## config.mk

```make
export PLATFORM = sky130hd
export DESIGN_NAME = alu_arbiter
export DESIGN_NICKNAME = d
export VERILOG_FILES = /design/src/rtl/alu_arbiter.sv
export SDC_FILE = /design/constraint.sdc
export NUM_CORES = 1
export LEC_CHECK = 0
export BUFFER_PORTS_ARGS = -buffer_cell sky130_fd_sc_hd__buf_2
export CORE_AREA = 4 4 189 191
export CTS_CLUSTER_DIAMETER = 150
export DETAILED_ROUTE_END_ITERATION = 12
export DIE_AREA = 0 0 193 195
export MAX_ROUTING_LAYER = met4
export PLACE_DENSITY = 0.32
export SYNTH_ARGS = -nofsm -noshare
export SYNTH_HDL_FRONTEND = slang
export SYNTH_SLANG_ARGS = --single-unit
```

## constraint.sdc

```tcl
create_clock -name clk -period 2.4 [get_ports clk]
set_clock_uncertainty 0.15 [all_clocks]
set_input_delay 0.12 -clock clk [delete_from_list [all_inputs] [get_ports clk]]
set_output_delay 0.12 -clock clk [all_outputs]
set_load 0.05 [all_outputs]
```

## src/rtl/alu_arbiter.sv

```systemverilog
// alu_arbiter: round-robin arbiter sharing one combinational integer ALU among
// NUM_REQ requesters, with a one-entry registered response buffer.
//
// Ports:
//   clk, rst                 clock, synchronous active-high reset
//   req_valid / req_ready    per-requester handshake (ready is one-hot or zero)
//   req_pc/imm/rs1_val/rs2_val, req_alu_control, req_tag
//                            per-requester operands, opcode and opaque tag
//   alu_pc/imm/rs1_val/rs2_val, alu_control
//                            winner's operands driven to the external ALU
//   alu_rd_write_control, alu_rd_write_val
//                            ALU result, captured on accept
//   rsp_valid / rsp_ready    response handshake
//   rsp_id, rsp_tag, rsp_wr_en, rsp_data
//                            owner, tag and captured ALU result

// Per-requester slice: flags a request that sits at or above the round-robin
// pointer, i.e. in the first half of the wrapped scan.
module alu_arbiter_lane #(
    parameter int ID_W = 1,
    parameter int LANE = 0
) (
    input  logic            valid,
    input  logic [ID_W-1:0] rr_ptr,
    output logic            hi_req
);
    localparam logic [ID_W-1:0] IDX = ID_W'(LANE);

    assign hi_req = valid && (IDX >= rr_ptr);
endmodule

module alu_arbiter #(
    parameter int NUM_REQ = 2,
    parameter int TAG_W   = 4,
    parameter int ID_W    = $clog2(NUM_REQ)
) (
    input  logic                          clk,
    input  logic                          rst,
    input  logic [NUM_REQ-1:0]            req_valid,
    output logic [NUM_REQ-1:0]            req_ready,
    input  logic [NUM_REQ-1:0][31:0]      req_pc,
    input  logic [NUM_REQ-1:0][31:0]      req_imm,
    input  logic [NUM_REQ-1:0][31:0]      req_rs1_val,
    input  logic [NUM_REQ-1:0][31:0]      req_rs2_val,
    input  logic [NUM_REQ-1:0][4:0]       req_alu_control,
    input  logic [NUM_REQ-1:0][TAG_W-1:0] req_tag,
    output logic [31:0]                   alu_pc,
    output logic [31:0]                   alu_imm,
    output logic [31:0]                   alu_rs1_val,
    output logic [31:0]                   alu_rs2_val,
    output logic [4:0]                    alu_control,
    input  logic                          alu_rd_write_control,
    input  logic [31:0]                   alu_rd_write_val,
    output logic                          rsp_valid,
    input  logic                          rsp_ready,
    output logic [ID_W-1:0]               rsp_id,
    output logic [TAG_W-1:0]              rsp_tag,
    output logic                          rsp_wr_en,
    output logic [31:0]                   rsp_data
);
    logic [ID_W-1:0]    rr_ptr;
    logic [NUM_REQ-1:0] hi_req;
    logic               can_accept;
    logic               win_found;
    logic [ID_W-1:0]    win_idx;
    logic               grant;
    logic [ID_W-1:0]    rr_next;

    genvar g;
    generate
        for (g = 0; g < NUM_REQ; g++) begin : g_lane
            alu_arbiter_lane #(.ID_W(ID_W), .LANE(g)) u_lane (
                .valid  (req_valid[g]),
                .rr_ptr (rr_ptr),
                .hi_req (hi_req[g])
            );
        end
    endgenerate

    // The response slot frees up either when empty or when it drains this cycle.
    assign can_accept = !rsp_valid || rsp_ready;

    // Wrapped scan: the lowest index at/above rr_ptr wins; failing that, the
    // lowest valid index overall (which is the wrap-around part of the scan).
    always_comb begin
        win_found = 1'b0;
        win_idx   = '0;
        for (int i = NUM_REQ - 1; i >= 0; i--) begin
            if (req_valid[i]) begin
                win_found = 1'b1;
                win_idx   = ID_W'(i);
            end
        end
        for (int i = NUM_REQ - 1; i >= 0; i--) begin
            if (hi_req[i]) begin
                win_idx = ID_W'(i);
            end
        end
    end

    // No grant while reset is held so nothing is accepted in the reset cycle.
    assign grant     = win_found && can_accept && !rst;
    assign req_ready = grant ? (NUM_REQ'(1) << win_idx) : '0;
    assign rr_next   = (win_idx == ID_W'(NUM_REQ - 1)) ? '0 : win_idx + ID_W'(1);

    always_comb begin
        alu_pc      = '0;
        alu_imm     = '0;
        alu_rs1_val = '0;
        alu_rs2_val = '0;
        alu_control = 5'd0;
        if (grant) begin
            alu_pc      = req_pc[win_idx];
            alu_imm     = req_imm[win_idx];
            alu_rs1_val = req_rs1_val[win_idx];
            alu_rs2_val = req_rs2_val[win_idx];
            alu_control = req_alu_control[win_idx];
        end
    end

    always_ff @(posedge clk) begin
        if (rst) begin
            rsp_valid <= 1'b0;
            rsp_wr_en <= 1'b0;
            rsp_data  <= '0;
            rsp_id    <= '0;
            rsp_tag   <= '0;
            rr_ptr    <= '0;
        end else if (grant) begin
            rsp_valid <= 1'b1;
            rsp_wr_en <= alu_rd_write_control;
            rsp_data  <= alu_rd_write_val;
            rsp_id    <= win_idx;
            rsp_tag   <= req_tag[win_idx];
            rr_ptr    <= rr_next;
        end else if (rsp_ready) begin
            // Drain only: data fields keep their last value.
            rsp_valid <= 1'b0;
        end
    end
endmodule

```

==> results.tsv <==
metric	value	unit
htree_levels	2	
maxSlewViolCount	0	
grt_use_met1	13.8	%
areaGrowthSynthToFinish	146	%
placementRows	68	
crit_path_frequent_cell	buf_12	
leakage	0.00377	uW
cpPeakStageDelay	420	ps
postSynthCellCount	308	
io_pins	486	
ys_warn_count	0	
rsz0062_at_grt	yes	
overflow	0	
fp.dieW	193	um
vias	4768	
startpoint	rr_ptr$_SDFFE_PP0P_	
avgSynthCellArea	9.81	sq um
p_int	1890	uW
power_frac_comb	59.0	%
cts_root_buf	clkbuf_16	
worst_slack	94.2	ps
top_usage_layer	met2	
drc	0	
hold_ws	16.4	ps
critical_path_required	2130	ps
critPathMaxFanout	21	
first_global_vias	5012	
crit_arrival	2040	ps
critical_path_class	register to primary output	
clk-insertion-delay-late	280	ps
hpwl	23800	um
synth_top_area_share	38.5	%
path_cells	nor2b_1 > nor4b_4 > buf_4 > buf_12 > buf_12 > a22o_2 > buf_12	
clock_path_buffers	2	
powerDensity	461	nW/um^2
finalWirelength	27800	um
antenna_found_initial	7	
grt_max_degree	43	
critPathLaunchType	register	
clock_sinks	40	
dieArea	37600	sq um
start_util	8.86	%
clk_pin_slew_worst_paths	60	ps
netSwitchingPower	1540	uW
synth_most_common_cell	a22o_1	
netlist_top_cells_area	a22o_1 (39%), dfxtp_1 (26%), mux2_2 (9.3%)	
synthFlopType	dfxtp_1	
synth_edf_count	0	
grt_util_met3	4.33	%
coreArea	34100	sq um
grt_use_total	13.6	%
seq_area_frac_synth	26.5	%
dp_slack	247	ps
nNetsFinal	1128	
hold_viol_final	0	
grtUsageMet2	25.1	%
hold_start	req_valid[0]	
seq_power_share	22.0	%
ant_nets	0	
wl_per_cell	21.8	um
power.share.clock	19.1	%
min_path_type	input port to register	
grt_pass1_wl	36100	um
reg2reg_from	rsp_valid$_SDFFE_PP0P_	
period_minus_slack	2310	ps
dr.pass1.iters	4	
drtIter0Drc	144	
die_y	195	um
ys_top_cells_by_count	a22o_1 (133), dfxtp_1 (40), nor2b_1 (35)	
slew_headroom	66.2	%
p_sw_share	44.9	%
cts_tree	done	
io_buffers	485	
synth_area	3020	sq um
setup-violations-final	0	
fin_crit_sh	96.1	%
synth_top_cell_by_area	a22o_1	
synth.distinct_cells	23	
ir_worst_vdd	0.347	mV
synthArstFlopShare	0	%
status	complete, no violations	
fmax	434	MHz
final_layout_size_suffix_gt1_share	69.0	%
vias_per_cell	3.74	
syn-num-nets	620	
worstMarginPinSlew	506	ps
synth-seq-cells	40	
cap_violations	0	
cts_buffers	5	
cp-end-kind	primary output	
gp_congestion	0.829	
cpMaxStageDelayCell	nor2b_1	
[per-stage QoR]
stage / area [sq um] / util [%] / power [uW] / TNS [ps] / instances
finish: 7440 / 21.8 / 3430 / 0 / 1275
global route: 7440 / 21.8 / 3600 / -7.32 / 1274
CTS: 7130 / 20.9 / 3430 / -16.9 / 1268
detailed placement: 6570 / 19.3 / 2680 / 0 / 1224
global placement: 6570 / 19.3 / 2680 / 0 / 1224
floorplan: 3020 / - / 1890 / 0 / 308
[path summary, 6_finish.rpt]
check	end	slack (ps)	cells past startpoint
setup / recovery	alu_pc[16]	90	7
hold / removal	rsp_valid$_SDFFE_PP0P_	20	3
setup reg to reg	rsp_data[19]$_SDFFE_PP0P_	580	4
hold reg to reg	rsp_id$_SDFFE_PP0P_	300	2
[cells in the final DEF, fill, tap and decap left out, types with 2 or more instances in the layout]
cell type | netlist | final
a211oi_1 | 2 | 2
a21oi_1 | 5 | 5
a22o_1 | 133 | 121
a22o_2 | 0 | 2
a22o_4 | 0 | 10
buf_12 | 0 | 45
buf_16 | 0 | 2
buf_2 | 16 | 378
buf_4 | 3 | 34
buf_6 | 9 | 7
clkbuf_16 | 0 | 6
clkbuf_4 | 0 | 38
dfxtp_1 | 40 | 40
diode_2 | 0 | 4
dlygate4sd3_1 | 0 | 35
inv_1 | 2 | 2
mux2_2 | 25 | 25
mux2_4 | 8 | 8
nor2b_1 | 35 | 34
nor3_1 | 4 | 4
nor4_1 | 4 | 4
nor4b_1 | 4 | 4
[per-layer routing]
| metal | share of wire, % | vias to the layer above |
|---|---|---|
| met4 | 2.2 | 0 |
| met1 | 35 | 2275 |
| met5 | 0 | - |
| met2 | 53 | 226 |
| met3 | 9.7 | 26 |
| li1 | - | 2241 |
[critical path: cells and delay by family (launching register included)]
family                 cells  cell delay, ps
AND/OR/NAND/NOR            2             520
AO/OA/AOI/OAI              1             260
flip-flops                 1             320
buffers and inverters      4             640
[registers in the layout, indices dropped and copies added, names as in the netlist]
signal     count
rsp_valid      1
rsp_data      32
rsp_id         1
rsp_wr_en      1
rr_ptr         1
rsp_tag        4
[power by group through the flow]
stage                     Clock (uW)  Combinational (uW)  Sequential (uW)
after floorplan                    0                 909              982
after global placement             0                1920              767
after detailed placement           0                1910              767
after CTS                        698                1980              754
after global routing             711                2130              762
final                            654                2020              753
[layout make-up]
| type | count | area (sq um) |
|---|---|---|
| diodes | 4 | 10.0 |
| clock buffers | 5 | 125 |
| clock inverters | 2 | 12.5 |
| fillers | 3803 | 26700 |
| inverters | 2 | 7.51 |
| multi-input cells | 227 | 2070 |
| flip-flops and latches | 40 | 801 |
| well taps | 455 | 569 |
| repair buffers | 540 | 3840 |
[logic make-up after synthesis]
family / Yosys count / synth area share [%]
AOI/OAI and AO/OA: 141 / 40.2
buffers and inverters: 41 / 8.36
DFF: 40 / 26.5
muxes: 33 / 13.3
and+or+nand+nor: 53 / 11.7
[repair_timing]
action / CTS / global route
endpoints found under the setup margin: 38 / 115
pin swaps: 1 / 1
gates cloned: 1 / 1
hold buffers: 35 / 0
buffers inserted: 1 / 2
endpoints found under the hold margin: 35 / 0
gates resized for setup: 12 / 95
Note: power is estimated with default switching activity, not from simulation.
